[config.mk]
export PLATFORM = sky130hd
export DESIGN_NAME = player_mover
export DESIGN_NICKNAME = d
export VERILOG_FILES = /design/src/rtl/zork_pkg.sv /design/src/rtl/move_cooldown_counter.sv /design/src/rtl/player_mover.sv
export SDC_FILE = /design/constraint.sdc
export NUM_CORES = 1
export LEC_CHECK = 0
export BUFFER_PORTS_ARGS = -buffer_cell sky130_fd_sc_hd__buf_2
export CAP_MARGIN = 10
export CELL_PAD_IN_SITES_DETAIL_PLACEMENT = 0
export CELL_PAD_IN_SITES_GLOBAL_PLACEMENT = 1
export CORE_ASPECT_RATIO = 0.9
export CORE_MARGIN = 3
export CORE_UTILIZATION = 43
export DETAILED_ROUTE_END_ITERATION = 10
export MAX_ROUTING_LAYER = met4
export PLACE_DENSITY = 0.72
export SETUP_SLACK_MARGIN = 0.05
export SLEW_MARGIN = 20
export SYNTH_ARGS = -nofsm -noshare
export SYNTH_HDL_FRONTEND = slang
export SYNTH_HIERARCHICAL = 1
export SYNTH_SLANG_ARGS = --single-unit
[constraint.sdc]
create_clock -name clk_50MHz_i -period 3.1 [get_ports clk_50MHz_i]
set_input_delay 0.31 -clock clk_50MHz_i [delete_from_list [all_inputs] [get_ports clk_50MHz_i]]
set_output_delay 0.31 -clock clk_50MHz_i [all_outputs]
set_load 0.01 [all_outputs]
[src/rtl/zork_pkg.sv]
// zork_pkg: shared grid width, direction codes and mover FSM encoding.
package zork_pkg;
  localparam int GRID_W = 4;
  typedef enum logic [1:0] {DIR_N = 2'b00, DIR_S = 2'b01, DIR_E = 2'b10, DIR_W = 2'b11} dir_t;
  typedef enum logic [2:0] {S_IDLE, S_CHECK, S_COMMIT, S_BLOCKED, S_COOLDOWN} state_t;
endpackage

[src/rtl/move_cooldown_counter.sv]
// move_cooldown_counter: loadable down-counter; done flags the last enabled count.
module move_cooldown_counter #(
  parameter logic [7:0] LOAD_VAL = 8'd4
) (
  input  logic clk,
  input  logic rst,
  input  logic load,
  input  logic en,
  output logic done
);
  logic [7:0] cnt;
  always_ff @(posedge clk or posedge rst)
    if (rst) cnt <= '0;
    else if (load) cnt <= LOAD_VAL;
    else if (en && cnt != 8'd0) cnt <= cnt - 8'd1;
  assign done = en && cnt == 8'd1;
endmodule

[src/rtl/player_mover.sv]
// player_mover: grid walker with bounds and key-room gating, one move per request plus cooldown.
module player_mover
  import zork_pkg::*;
#(
  parameter logic [GRID_W-1:0] START_X  = 4'd0,
  parameter logic [GRID_W-1:0] START_Y  = 4'd0,
  parameter logic [GRID_W-1:0] GRID_MAX = 4'd15,
  parameter logic [GRID_W-1:0] KEY_X    = 4'd0,
  parameter logic [GRID_W-1:0] KEY_Y    = 4'd6,
  parameter logic [7:0]        COOLDOWN = 8'd4
) (
  input  logic              clk_50MHz_i,
  input  logic              rst_async_ha_i,
  input  logic              move_req_i,
  input  logic [1:0]        dir_i,
  input  logic              can_access_key_i,
  output logic [GRID_W-1:0] posx_o,
  output logic [GRID_W-1:0] posy_o,
  output logic              enable_move_o,
  output logic              blocked_o,
  output logic              move_busy_o,
  output logic              has_key_o
);
  state_t state, next;
  dir_t dir_q;
  logic [GRID_W:0] tx, ty;
  logic at_key, legal, cd_done;
  // one extra bit so 0-1 and GRID_MAX+1 both land above GRID_MAX
  always_comb begin
    tx = {1'b0, posx_o} + (dir_q == DIR_E ? 5'd1 : dir_q == DIR_W ? 5'h1f : 5'd0);
    ty = {1'b0, posy_o} + (dir_q == DIR_N ? 5'd1 : dir_q == DIR_S ? 5'h1f : 5'd0);
    at_key = tx == {1'b0, KEY_X} && ty == {1'b0, KEY_Y};
    legal = tx <= {1'b0, GRID_MAX} && ty <= {1'b0, GRID_MAX} && !(at_key && !can_access_key_i && !has_key_o);
  end
  always_ff @(posedge clk_50MHz_i or posedge rst_async_ha_i)
    if (rst_async_ha_i) begin
      state <= S_IDLE;
      dir_q <= DIR_N;
    end else begin
      state <= next;
      if (state == S_IDLE && move_req_i) dir_q <= dir_t'(dir_i);
    end
  always_comb
    next = state == S_IDLE ? (move_req_i ? S_CHECK : S_IDLE) :
           state == S_CHECK ? (legal ? S_COMMIT : S_BLOCKED) :
           state == S_COOLDOWN ? (cd_done ? S_IDLE : S_COOLDOWN) : S_COOLDOWN;
  always_ff @(posedge clk_50MHz_i or posedge rst_async_ha_i)
    if (rst_async_ha_i) begin
      posx_o <= START_X;
      posy_o <= START_Y;
      enable_move_o <= 1'b0;
      blocked_o <= 1'b0;
      move_busy_o <= 1'b0;
      has_key_o <= 1'b0;
    end else begin
      enable_move_o <= state == S_CHECK && legal;
      blocked_o <= state == S_CHECK && !legal;
      move_busy_o <= next != S_IDLE;
      if (state == S_CHECK && legal) begin
        posx_o <= tx[GRID_W-1:0];
        posy_o <= ty[GRID_W-1:0];
        if (at_key) has_key_o <= 1'b1;
      end
    end
  move_cooldown_counter #(.LOAD_VAL(COOLDOWN)) u_cd (
    .clk(clk_50MHz_i),
    .rst(rst_async_ha_i),
    .load(state == S_COMMIT || state == S_BLOCKED),
    .en(state == S_COOLDOWN),
    .done(cd_done)
  );
endmodule

==> results of run 1 <==
final timing paths:
path	startpoint	endpoint	slack, ns	cells after the start
worst max-delay path	posx_o[0]	posy_o[0]	0.29	9
min in group asynchronous	rst_async_ha_i	u_cd/cnt[2]	0.56	3
worst max register to register	posx_o[0]	posy_o[0]	0.29	9
max in group asynchronous	rst_async_ha_i	dir_q[1]	1.95	3
worst min-delay path	dir_i[1]	dir_q[1]	0.25	3
worst min register to register	has_key_o	has_key_o	0.52	1
state kept, by name, indices dropped and copies added, names as in the netlist:
register / flops
blocked_o: 1
enable_move_o: 1
posx_o: 4
state: 3
posy_o: 4
u_cd/cnt: 8
has_key_o: 1
move_busy_o: 1
dir_q: 2
layout make-up:
| type | count | area, µm² | area share, % |
|---|---|---|---|
| multi-input combinational | 103 | 823 | 48.6 |
| sequential | 25 | 626 | 36.9 |
| timing repair buffer | 18 | 95.1 | 5.61 |
| inverter | 14 | 52.6 | 3.10 |
| tap | 42 | 52.6 | 3.10 |
| clock buffer | 3 | 41.3 | 2.44 |
| clock inverter | 1 | 5.00 | 0.295 |
cell usage in the layout, fill, tap and decap left out, types with 2 or more instances in the layout:
cell type,Yosys,routed
dfrtp_1,25,25
buf_2,0,17
inv_1,14,14
nor2_1,13,13
ha_1,11,11
a21oi_1,10,10
nand2_1,6,6
o21ai_0,6,6
mux2_2,4,4
a21o_1,3,3
xnor2_1,3,3
nand3_1,3,3
nand2b_1,3,3
mux2i_1,3,3
mux2_4,3,3
nor3b_1,3,3
nor2b_1,3,3
clkbuf_8,0,3
or4_1,3,3
nor4b_1,2,2
a21boi_0,2,2
or3_1,2,2
a22o_2,2,2
fa_1,2,2
power by group through the flow:
stage               logic (W)  registers (W)  clock network (W)
floorplan            0.000747       0.000588                  0
global placement     0.000974       0.000586                  0
detailed placement   0.000988       0.000592                  0
CTS                  0.000996       0.000586           0.000207
global route          0.00112       0.000615           0.000219
finish               0.000982       0.000587           0.000194
cells by family after synthesis:
| group | synth area share (%) |
|---|---|
| AOI/OAI and AO/OA | 14.6 |
| xor gates and xnor gates | 2.31 |
| adders and majority gates | 11.7 |
| buffers and inverters | 4.46 |
| DFF | 41.3 |
| muxes | 7.92 |
| and+or+nand+nor | 17.7 |
worst min-delay path, cell delays in order:
cell     delay, ns
buf_2         0.08
nand2_1       0.04
o21ai_0       0.06
metrics by stage:
stage          total power (W)  std cells  worst slack, ns  hold WS, ns  cell area, µm²
6_report               0.00176        206            0.286        0.254            1700
5_1_grt                0.00196        206           0.0763        0.268            1700
4_1_cts                0.00179        206            0.254        0.251            1700
3_5_place_dp           0.00158        201            0.268        0.298            1640
3_3_place_gp           0.00156        201            0.324        0.284            1640
2_1_floorplan          0.00133        144            0.459        0.126            1520
layer usage:
metal  wire length [µm]  vias up  track usage (%)  share of wire, %
met5                  0        -                -                 0
met4                 17        0             2.98              0.57
met3                135        2             3.96               4.5
met2               1290       18             23.6                43
met1               1560      522             24.5                52
li1                   -      549                -                 -
repair_timing:
item                                    CTS  global route
hold endpoints to repair                  6             0
endpoints found under the setup margin    0             0
buffers inserted                          0             0
hold buffers                              1             0
==> results.sh, run 1 <==
export IMPL_status="complete, no violations"
export IMPL_synth_main_ff_cell="dfrtp_1"
export IMPL_p_seq_share_pct=33.3
export IMPL_synth_top_cell_area_share_pct=41.3
export IMPL_maxCapViolCount=0
export IMPL_syn_area_um2=1520
export IMPL_cp_end_kind="flop"
export IMPL_post_route_period_util_pct=90.8
export IMPL_seq_area_frac_synth_pct=41.3
export IMPL_synth_cell_type_count=40
export IMPL_fin_crit_ns=2.81
export IMPL_initial_utilization_pct=47.3
export IMPL_clock_sinks=25
export IMPL_fp_dieW_um=68.6
export IMPL_synth_fp_nets=163
export IMPL_powerDensity_nw_per_um2=1040
export IMPL_combPwrFrac_pct=55.7
export IMPL_synth_avg_cell_area_um2=10.5
export IMPL_hold_viol=0
export IMPL_die_area_um2=4280
export IMPL_root_buffer="clkbuf_8"
export IMPL_path_clk_slew_ns=0.09
export IMPL_yosysMostFrequentCell="dfrtp_1"
export IMPL_coreArea_um2=3210
export IMPL_io_pins=18
export IMPL_slowest_delay_ns=0.41
export IMPL_cts_max_level=1
export IMPL_rows=19
export IMPL_synth_top_area_cell="dfrtp_1"
export IMPL_grt_pass1_vias=1166
export IMPL_worst_path_max_delay_cell="or3_4"
export IMPL_post_route_util_pct=52.8
export IMPL_post_drt_wl_per_cell_um=14.6
export IMPL_crit_chain="ha_1 > inv_1 > fa_1 > nand2b_1 > o2bb2ai_2 > or3_4 > a31oi_4 > a21bo_1 > mux2_4"
export IMPL_wirelength_um=3000
export IMPL_swShare_pct=42.3
export IMPL_required_ns=3.26
export IMPL_grt_start_max_net_pins=18
export IMPL_synth_edf_count=0
export IMPL_globalplace_congestion=0.713
export IMPL_cts_made_buffers=3
export IMPL_finalMaxSlewViolations=0
export IMPL_cell_internal_pwr_w=0.00102
export IMPL_num_vias=1091
export IMPL_cts_tree="done"
export IMPL_antenna_cells=0
export IMPL_fill_cells=308
export IMPL_overflow=0
export IMPL_io_buffers=17
export IMPL_synth_commonest_cells="dfrtp_1 (25), inv_1 (14), nor2_1 (13)"
export IMPL_track_usage_pct=16.7
export IMPL_setup_tns_ns=0
export IMPL_worstPathArrival_ns=2.98
export IMPL_async_flop_share_pct=100
export IMPL_max_freq_mhz=355
export IMPL_drc=0
export IMPL_die_h_um=62.3
export IMPL_rsz0062_at_grt="no"
export IMPL_setup_viol=0
export IMPL_clockBufferDepth=2
export IMPL_switchingPower_w=0.000746
export IMPL_place_hpwl_um=2330
export IMPL_skew_ns=0.00510
export IMPL_antenna_found_initial=0
export IMPL_ant_nets=0
export IMPL_cp_start_kind="flop"
export IMPL_synthTopCellsByArea="dfrtp_1 (41%), ha_1 (9.1%), inv_1 (3.5%)"
export IMPL_synth_seq_cells=25
export IMPL_hold_path_class="input pin to flop"
export IMPL_synthCells=144
export IMPL_max_vdd_ir_drop_mv=0.385
export IMPL_firstDrtPassIters=4
export IMPL_cp_max_fo=9
export IMPL_max_slew_margin_pct=49.7
export IMPL_crit_family="compound AO/OA/AOI/OAI gates"
export IMPL_nets=184
export IMPL_grt_pass1_wl_um=5350
export IMPL_vias_per_cell=5.30
export IMPL_postCtsResizedCells=0
export IMPL_drt_initial_drc_count=28
export IMPL_ys_warn_count=6
export IMPL_max_slew_worst_pin_slew_ns=0.753
export IMPL_synthToLayoutAreaGrowth_pct=11.8
export IMPL_clkLatencyLatePin_ns=0.27
export IMPL_clockPowerShare_pct=11.0
export IMPL_p_leak_nw=0.842
export IMPL_drive_above_1_share_pct=22.6
export IMPL_cp_num_buf_inv=1
export IMPL_critPathKind="flop to flop"
Power figures use the tool's default switching activity.
==> run 2, diff against run 1 <==
--- a/config.mk
+++ b/config.mk
@@ -14,10 +14,9 @@
 export CORE_UTILIZATION = 43
 export DETAILED_ROUTE_END_ITERATION = 10
 export MAX_ROUTING_LAYER = met4
-export PLACE_DENSITY = 0.72
+export PLACE_DENSITY = 0.73
 export SETUP_SLACK_MARGIN = 0.05
 export SLEW_MARGIN = 20
 export SYNTH_ARGS = -nofsm -noshare
 export SYNTH_HDL_FRONTEND = slang
-export SYNTH_HIERARCHICAL = 1
 export SYNTH_SLANG_ARGS = --single-unit
==> run 2 against run 1 <==
  * Utilization down 1.7 points
  * Cell count down 6.8%
  * Clock-buffer cell count unchanged
  * Total power decreased by 3.5%
  * Clock skew grew 0.0037 ns
==> results.sh, run 2 <==
export IMPL_status="complete, no violations"
export IMPL_drive_above_1_share_pct=22.0
export IMPL_antenna_found_initial=0
export IMPL_final_cell_mix="dfrtp_1 (25), buf_2 (17), nor2_1 (15)"
export IMPL_io_pins=18
export IMPL_synth_edf_count=0
export IMPL_cts_made_buffers=3
export IMPL_skew_ns=0.00881
export IMPL_synth_top_family_by_area="simple AND/OR/NAND/NOR gates"
export IMPL_synthAdderAreaFrac_pct=11.6
export IMPL_critPathKind="flop to flop"
export IMPL_fin_crit_ns=2.75
export IMPL_hold_viol=0
export IMPL_drc=0
export IMPL_fill_cells=296
export IMPL_worst_path_max_delay_cell="fa_1"
export IMPL_post_drt_wl_per_cell_um=12.8
export IMPL_overflow=0
export IMPL_p_leak_nw=0.804
export IMPL_synth_cell_type_count=35
export IMPL_fp_dieW_um=66.6
export IMPL_post_route_period_util_pct=88.7
export IMPL_synth_main_ff_cell="dfrtp_1"
export IMPL_r2r_end="posy_o[0]"
export IMPL_rsz0062_at_grt="no"
export IMPL_synth_mux_area_share_pct=6.08
export IMPL_synth_xor_area_share_pct=6.78
export IMPL_ys_warn_count=0
export IMPL_grt_start_max_net_pins=26
export IMPL_required_ns=3.25
export IMPL_max_vdd_ir_drop_mv=0.436
export IMPL_largest_reg_flops=8
export IMPL_slowest_delay_ns=0.40
export IMPL_die_h_um=60.5
export IMPL_cts_max_level=1
export IMPL_synth_top_area_cell="dfrtp_1"
export IMPL_num_vias=950
export IMPL_place_hpwl_um=1940
export IMPL_synth_fp_nets=150
export IMPL_nets=169
export IMPL_clock_sinks=25
export IMPL_clockBufferDepth=2
export IMPL_synth_seq_cells=25
export IMPL_initial_utilization_pct=45.6
export IMPL_wirelength_um=2450
export IMPL_root_buffer="clkbuf_8"
export IMPL_hold_path_class="input pin to async pin"
export IMPL_yosys_area_share_simple_pct=15.6
export IMPL_synth_avg_cell_area_um2=10.8
export IMPL_firstDrtPassIters=4
export IMPL_rows=19
export IMPL_async_flop_share_pct=100
export IMPL_ant_nets=0
export IMPL_synthCells=132
export IMPL_max_slew_margin_pct=37.6
export IMPL_cp_max_fo=9
export IMPL_yosysMostFrequentCell="dfrtp_1"
export IMPL_r2r_start="posx_o[0]"
export IMPL_crit_chain="ha_1 > inv_1 > fa_1 > nand2b_1 > o2bb2ai_2 > or3_4 > a31oi_4 > a21bo_2 > mux2_4"
export IMPL_reg2reg_depth=9
export IMPL_vias_per_cell=4.95
export IMPL_synthTopCellsByArea="dfrtp_1 (44%), ha_1 (8.8%), xnor2_1 (4.9%)"
export IMPL_setup_tns_ns=0
export IMPL_die_area_um2=4030
export IMPL_setup_viol=0
export IMPL_path_clk_slew_ns=0.09
export IMPL_worstPathArrival_ns=2.90
export IMPL_top_register="u_cd.cnt"
export IMPL_maxCapViolCount=0
export IMPL_cts_tree="done"
export IMPL_powerDensity_nw_per_um2=1070
export IMPL_final_common_cell="dfrtp_1"
export IMPL_globalplace_congestion=0.820
export IMPL_grt_pass1_wl_um=4370
export IMPL_cp_end_kind="flop"
export IMPL_clkLatencyLatePin_ns=0.27
export IMPL_synthToLayoutAreaGrowth_pct=12.2
export IMPL_cp_start_kind="flop"
export IMPL_synth_compound_area_share_pct=11.1
export IMPL_syn_area_um2=1420
export IMPL_antenna_cells=0
export IMPL_reg_top3="u_cd.cnt (8), posx_o (4), posy_o (4)"
export IMPL_track_usage_pct=14.7
export IMPL_grt_pass1_vias=916
export IMPL_synth_commonest_cells="dfrtp_1 (25), nor2_1 (15), inv_1 (13)"
export IMPL_holdWs_ns=0.238
export IMPL_drt_initial_drc_count=31
export IMPL_io_buffers=17
export IMPL_max_slew_worst_pin_slew_ns=0.935
export IMPL_hold_buffers=0
export IMPL_finalMaxSlewViolations=0
export IMPL_max_freq_mhz=364
export IMPL_cts_setup_buffers=0
export IMPL_reg2reg_setup_slack_ns=0.35
export IMPL_postCtsResizedCells=0
export IMPL_synth_top_cell_area_share_pct=44.1
export IMPL_coreArea_um2=3110
export IMPL_seq_area_frac_synth_pct=44.1
## run 2: changes by cell type after synthesis, sizes merged, moves of 3 or more
cell,previous run,this run
a21oi,10,5
mux2,7,4
o21ai,6,2
xnor2,3,8
## run 2: through the flow
step	worst slack [ns]	util [%]	cell area, µm²	power [W]	instances
floorplan	0.455	-	1420	0.00130	132
global placement	0.329	49.4	1540	0.00150	188
detailed placement	0.307	49.4	1540	0.00151	188
CTS	0.275	51.0	1590	0.00171	192
global route	0.146	51.1	1590	0.00189	192
finish	0.351	51.1	1590	0.00170	192
## run 2: layout make-up
type	instances	area, µm²	share of cell area [%]
inverter	13	48.8	3.06
clock buffer	3	41.3	2.59
timing repair buffer	17	85.1	5.34
multi-input combinational	91	732	46.0
tap	42	52.6	3.30
sequential	25	626	39.3
clock inverter	1	7.51	0.471
## run 2: cell families (layout without fill, tap and decap cells)
group | Yosys count | count (layout)
mux | 7 | 7
compound gates | 19 | 19
fa+ha+maj | 12 | 12
simple gates | 42 | 42
flops | 25 | 25
buf+inv | 16 | 34
xor+xnor | 11 | 11
## run 2: worst max-delay path, delay by kind of cell (launching register included)
family                     cells  cell delay [ns]
and+or+nand+nor                2             0.57
DFF                            1             0.39
adders and majority gates      2             0.59
AOI/OAI and AO/OA              3             0.69
muxes                          1             0.32
buffers and inverters          1             0.06
## run 2: metal layers
layer  wire [µm]  global-route usage [%]  vias to the layer above
met5           0                       -                        -
met4          17                    2.61                        0
li1            -                       -                      482
met3         124                    4.63                        2
met1        1310                    21.0                      442
met2         997                    20.8                       24
## run 2: worst max-delay path by stage
stage	start	end	slack, ns	cells past startpoint
CTS	posx_o[0]	posy_o[0]	0.28	9
global placement	posx_o[0]	posx_o[0]	0.33	9
finish	posx_o[0]	posy_o[0]	0.35	9
detailed placement	posx_o[0]	posy_o[0]	0.31	9
floorplan	dir_q[1]	posx_o[0]	0.45	11
global route	dir_q[1]	posy_o[0]	0.15	9
## run 2: where the power goes
| part | switching, W | total [W] | internal [W] |
|---|---|---|---|
| combinational | 0.000488 | 0.000926 | 0.000437 |
| sequential | 0.000123 | 0.000585 | 0.000462 |
| clock | 0.0000996 | 0.000191 | 0.0000909 |
| total | 0.000711 | 0.00170 | 0.000990 |
==> run 3, diff against run 2 <==
--- a/config.mk
+++ b/config.mk
@@ -10,7 +10,7 @@
 export CELL_PAD_IN_SITES_DETAIL_PLACEMENT = 0
 export CELL_PAD_IN_SITES_GLOBAL_PLACEMENT = 1
 export CORE_ASPECT_RATIO = 0.9
-export CORE_MARGIN = 3
+export CORE_MARGIN = 1.5
 export CORE_UTILIZATION = 43
 export DETAILED_ROUTE_END_ITERATION = 10
 export MAX_ROUTING_LAYER = met4
==> run 3 against run 2 <==
  * Sequential cell count did not move
  * Non-clock buffer count stayed put
  * Die area fell by 9.2%
  * Critical endpoint unchanged
  * Wire length shrank 4.5%
  * Largest power group unchanged
  * Combinational power decreased by 1%
==> results.sh, run 3 (synthesis results as in run 2) <==
export IMPL_nets=169
export IMPL_cp_end_kind="flop"
export IMPL_hold_buffers=0
export IMPL_rsz0062_at_grt="no"
export IMPL_synthToLayoutAreaGrowth_pct=10.2
export IMPL_reg2reg_setup_slack_ns=0.29
export IMPL_rows=19
export IMPL_firstDrtPassIters=4
export IMPL_critical_path_startpoint="posx_o[0]"
export IMPL_track_usage_pct=15.8
export IMPL_final_common_cell="dfrtp_1"
export IMPL_p_seq_share_pct=35.4
export IMPL_placed_cells=188
export IMPL_post_drt_wl_per_cell_um=12.2
export IMPL_grt_pass1_vias=997
export IMPL_hold_path_class="input pin to async pin"
export IMPL_wirelength_um=2340
export IMPL_swShare_pct=42.2
export IMPL_max_slew_worst_pin_slew_ns=0.915
export IMPL_cp_max_fo=9
export IMPL_maxCapViolCount=0
export IMPL_p_leak_nw=0.795
export IMPL_reg2reg_depth=9
export IMPL_die_area_um2=3660
export IMPL_io_pins=18
export IMPL_powerDensity_nw_per_um2=1050
export IMPL_grt_start_max_net_pins=26
export IMPL_switchingPower_w=0.000692
export IMPL_combPwrFrac_pct=55.8
export IMPL_drt_initial_drc_count=39
export IMPL_initial_utilization_pct=46.0
export IMPL_clkLatencyLatePin_ns=0.32
export IMPL_largest_reg_flops=8
export IMPL_overflow=0
export IMPL_post_place_ws_ns=0.307
export IMPL_skew_ns=0.00574
export IMPL_clockBufferDepth=2
export IMPL_design_area_um2=1570
export IMPL_cp_start_kind="flop"
export IMPL_required_ns=3.32
export IMPL_grt_pass1_wl_um=4400
export IMPL_coreArea_um2=3090
export IMPL_status="complete, no violations"
export IMPL_finalMaxSlewViolations=0
export IMPL_max_freq_mhz=355
export IMPL_io_buffers=17
export IMPL_top_register="u_cd.cnt"
export IMPL_finalWorstSetupSlack_ns=0.286
export IMPL_fin_crit_ns=2.81
export IMPL_antenna_cells=0
export IMPL_holdWs_ns=0.167
export IMPL_postCtsResizedCells=0
export IMPL_cts_made_buffers=3
export IMPL_clockPowerShare_pct=8.8
export IMPL_antenna_found_initial=0
export IMPL_root_buffer="clkbuf_4"
export IMPL_cell_internal_pwr_w=0.000948
export IMPL_cts_setup_buffers=0
export IMPL_stdcell_count=192
export IMPL_critPathKind="flop to flop"
export IMPL_drc=0
export IMPL_cts_max_level=1
export IMPL_clock_sinks=25
export IMPL_drive_above_1_share_pct=20.0
export IMPL_post_route_period_util_pct=90.8
export IMPL_post_dp_cell_area_um2=1540
export IMPL_setup_viol=0
export IMPL_die_h_um=57.5
export IMPL_globalplace_congestion=0.807
export IMPL_place_hpwl_um=1850
export IMPL_r2r_start="posx_o[0]"
export IMPL_fp_dieW_um=63.6
export IMPL_num_vias=954
export IMPL_fill_cells=308
export IMPL_r2r_end="posy_o[0]"
export IMPL_final_cell_mix="dfrtp_1 (25), buf_2 (17), nor2_1 (15)"
export IMPL_vias_per_cell=4.97
export IMPL_max_slew_margin_pct=38.9
export IMPL_cts_tree="done"
export IMPL_worstPathArrival_ns=3.04
export IMPL_hold_viol=0
export IMPL_ant_nets=0
export IMPL_max_vdd_ir_drop_mv=0.430
export IMPL_reg_top3="u_cd.cnt (8), posx_o (4), posy_o (4)"
export IMPL_path_clk_slew_ns=0.13
export IMPL_setup_tns_ns=0
==> run 3: cell type report <==
class	instances	area, µm²	share of cell area [%]
multi-input combinational	91	727	46.4
sequential	25	626	40.0
tap	42	52.6	3.36
timing repair buffer	17	85.1	5.44
inverter	13	48.8	3.12
clock buffer	4	26.3	1.68
==> run 3: worst max-delay path: stages, from the launching register on <==
cell,delay [ns]
dfrtp_1,0.40
ha_1,0.19
inv_1,0.06
fa_1,0.39
nand2b_1,0.17
o2bb2ai_2,0.13
or3_4,0.41
a31oi_4,0.23
a21bo_1,0.38
mux2_4,0.35
==> run 3: power groups by stage <==
stage / Sequential, W / Clock [W] / Combinational, W
after detailed placement: 0.000590 / 0 / 0.000914
after CTS: 0.000583 / 0.000152 / 0.000927
after global routing: 0.000607 / 0.000165 / 0.00105
after global placement: 0.000587 / 0 / 0.000914
after floorplan: 0.000591 / 0 / 0.000709
final: 0.000581 / 0.000144 / 0.000915
==> run 3: metrics by stage <==
stage / utilization [%] / total power (W)
4_1_cts: 50.6 / 0.00166
3_5_place_dp: 49.8 / 0.00150
6_report: 50.6 / 0.00164
2_1_floorplan: - / 0.00130
5_1_grt: 50.6 / 0.00182
3_3_place_gp: 49.8 / 0.00150
==> run 3: routing by layer <==
| metal | GRT usage (%) | wire length (µm) |
|---|---|---|
| met1 | 22.8 | 1300 |
| met2 | 23.2 | 935 |
| met3 | 4.14 | 97 |
| met4 | 1.86 | 12 |
| met5 | - | 0 |
==> run 3: how the worst max path moves through the flow <==
stage	depth (start not counted)	slack, ns	endpoint
after floorplan	11	0.45	posx_o[0]
after global placement	9	0.33	posy_o[0]
final	9	0.29	posy_o[0]
after global routing	9	0.08	posy_o[0]
after CTS	9	0.26	posy_o[2]
after detailed placement	9	0.31	posy_o[0]
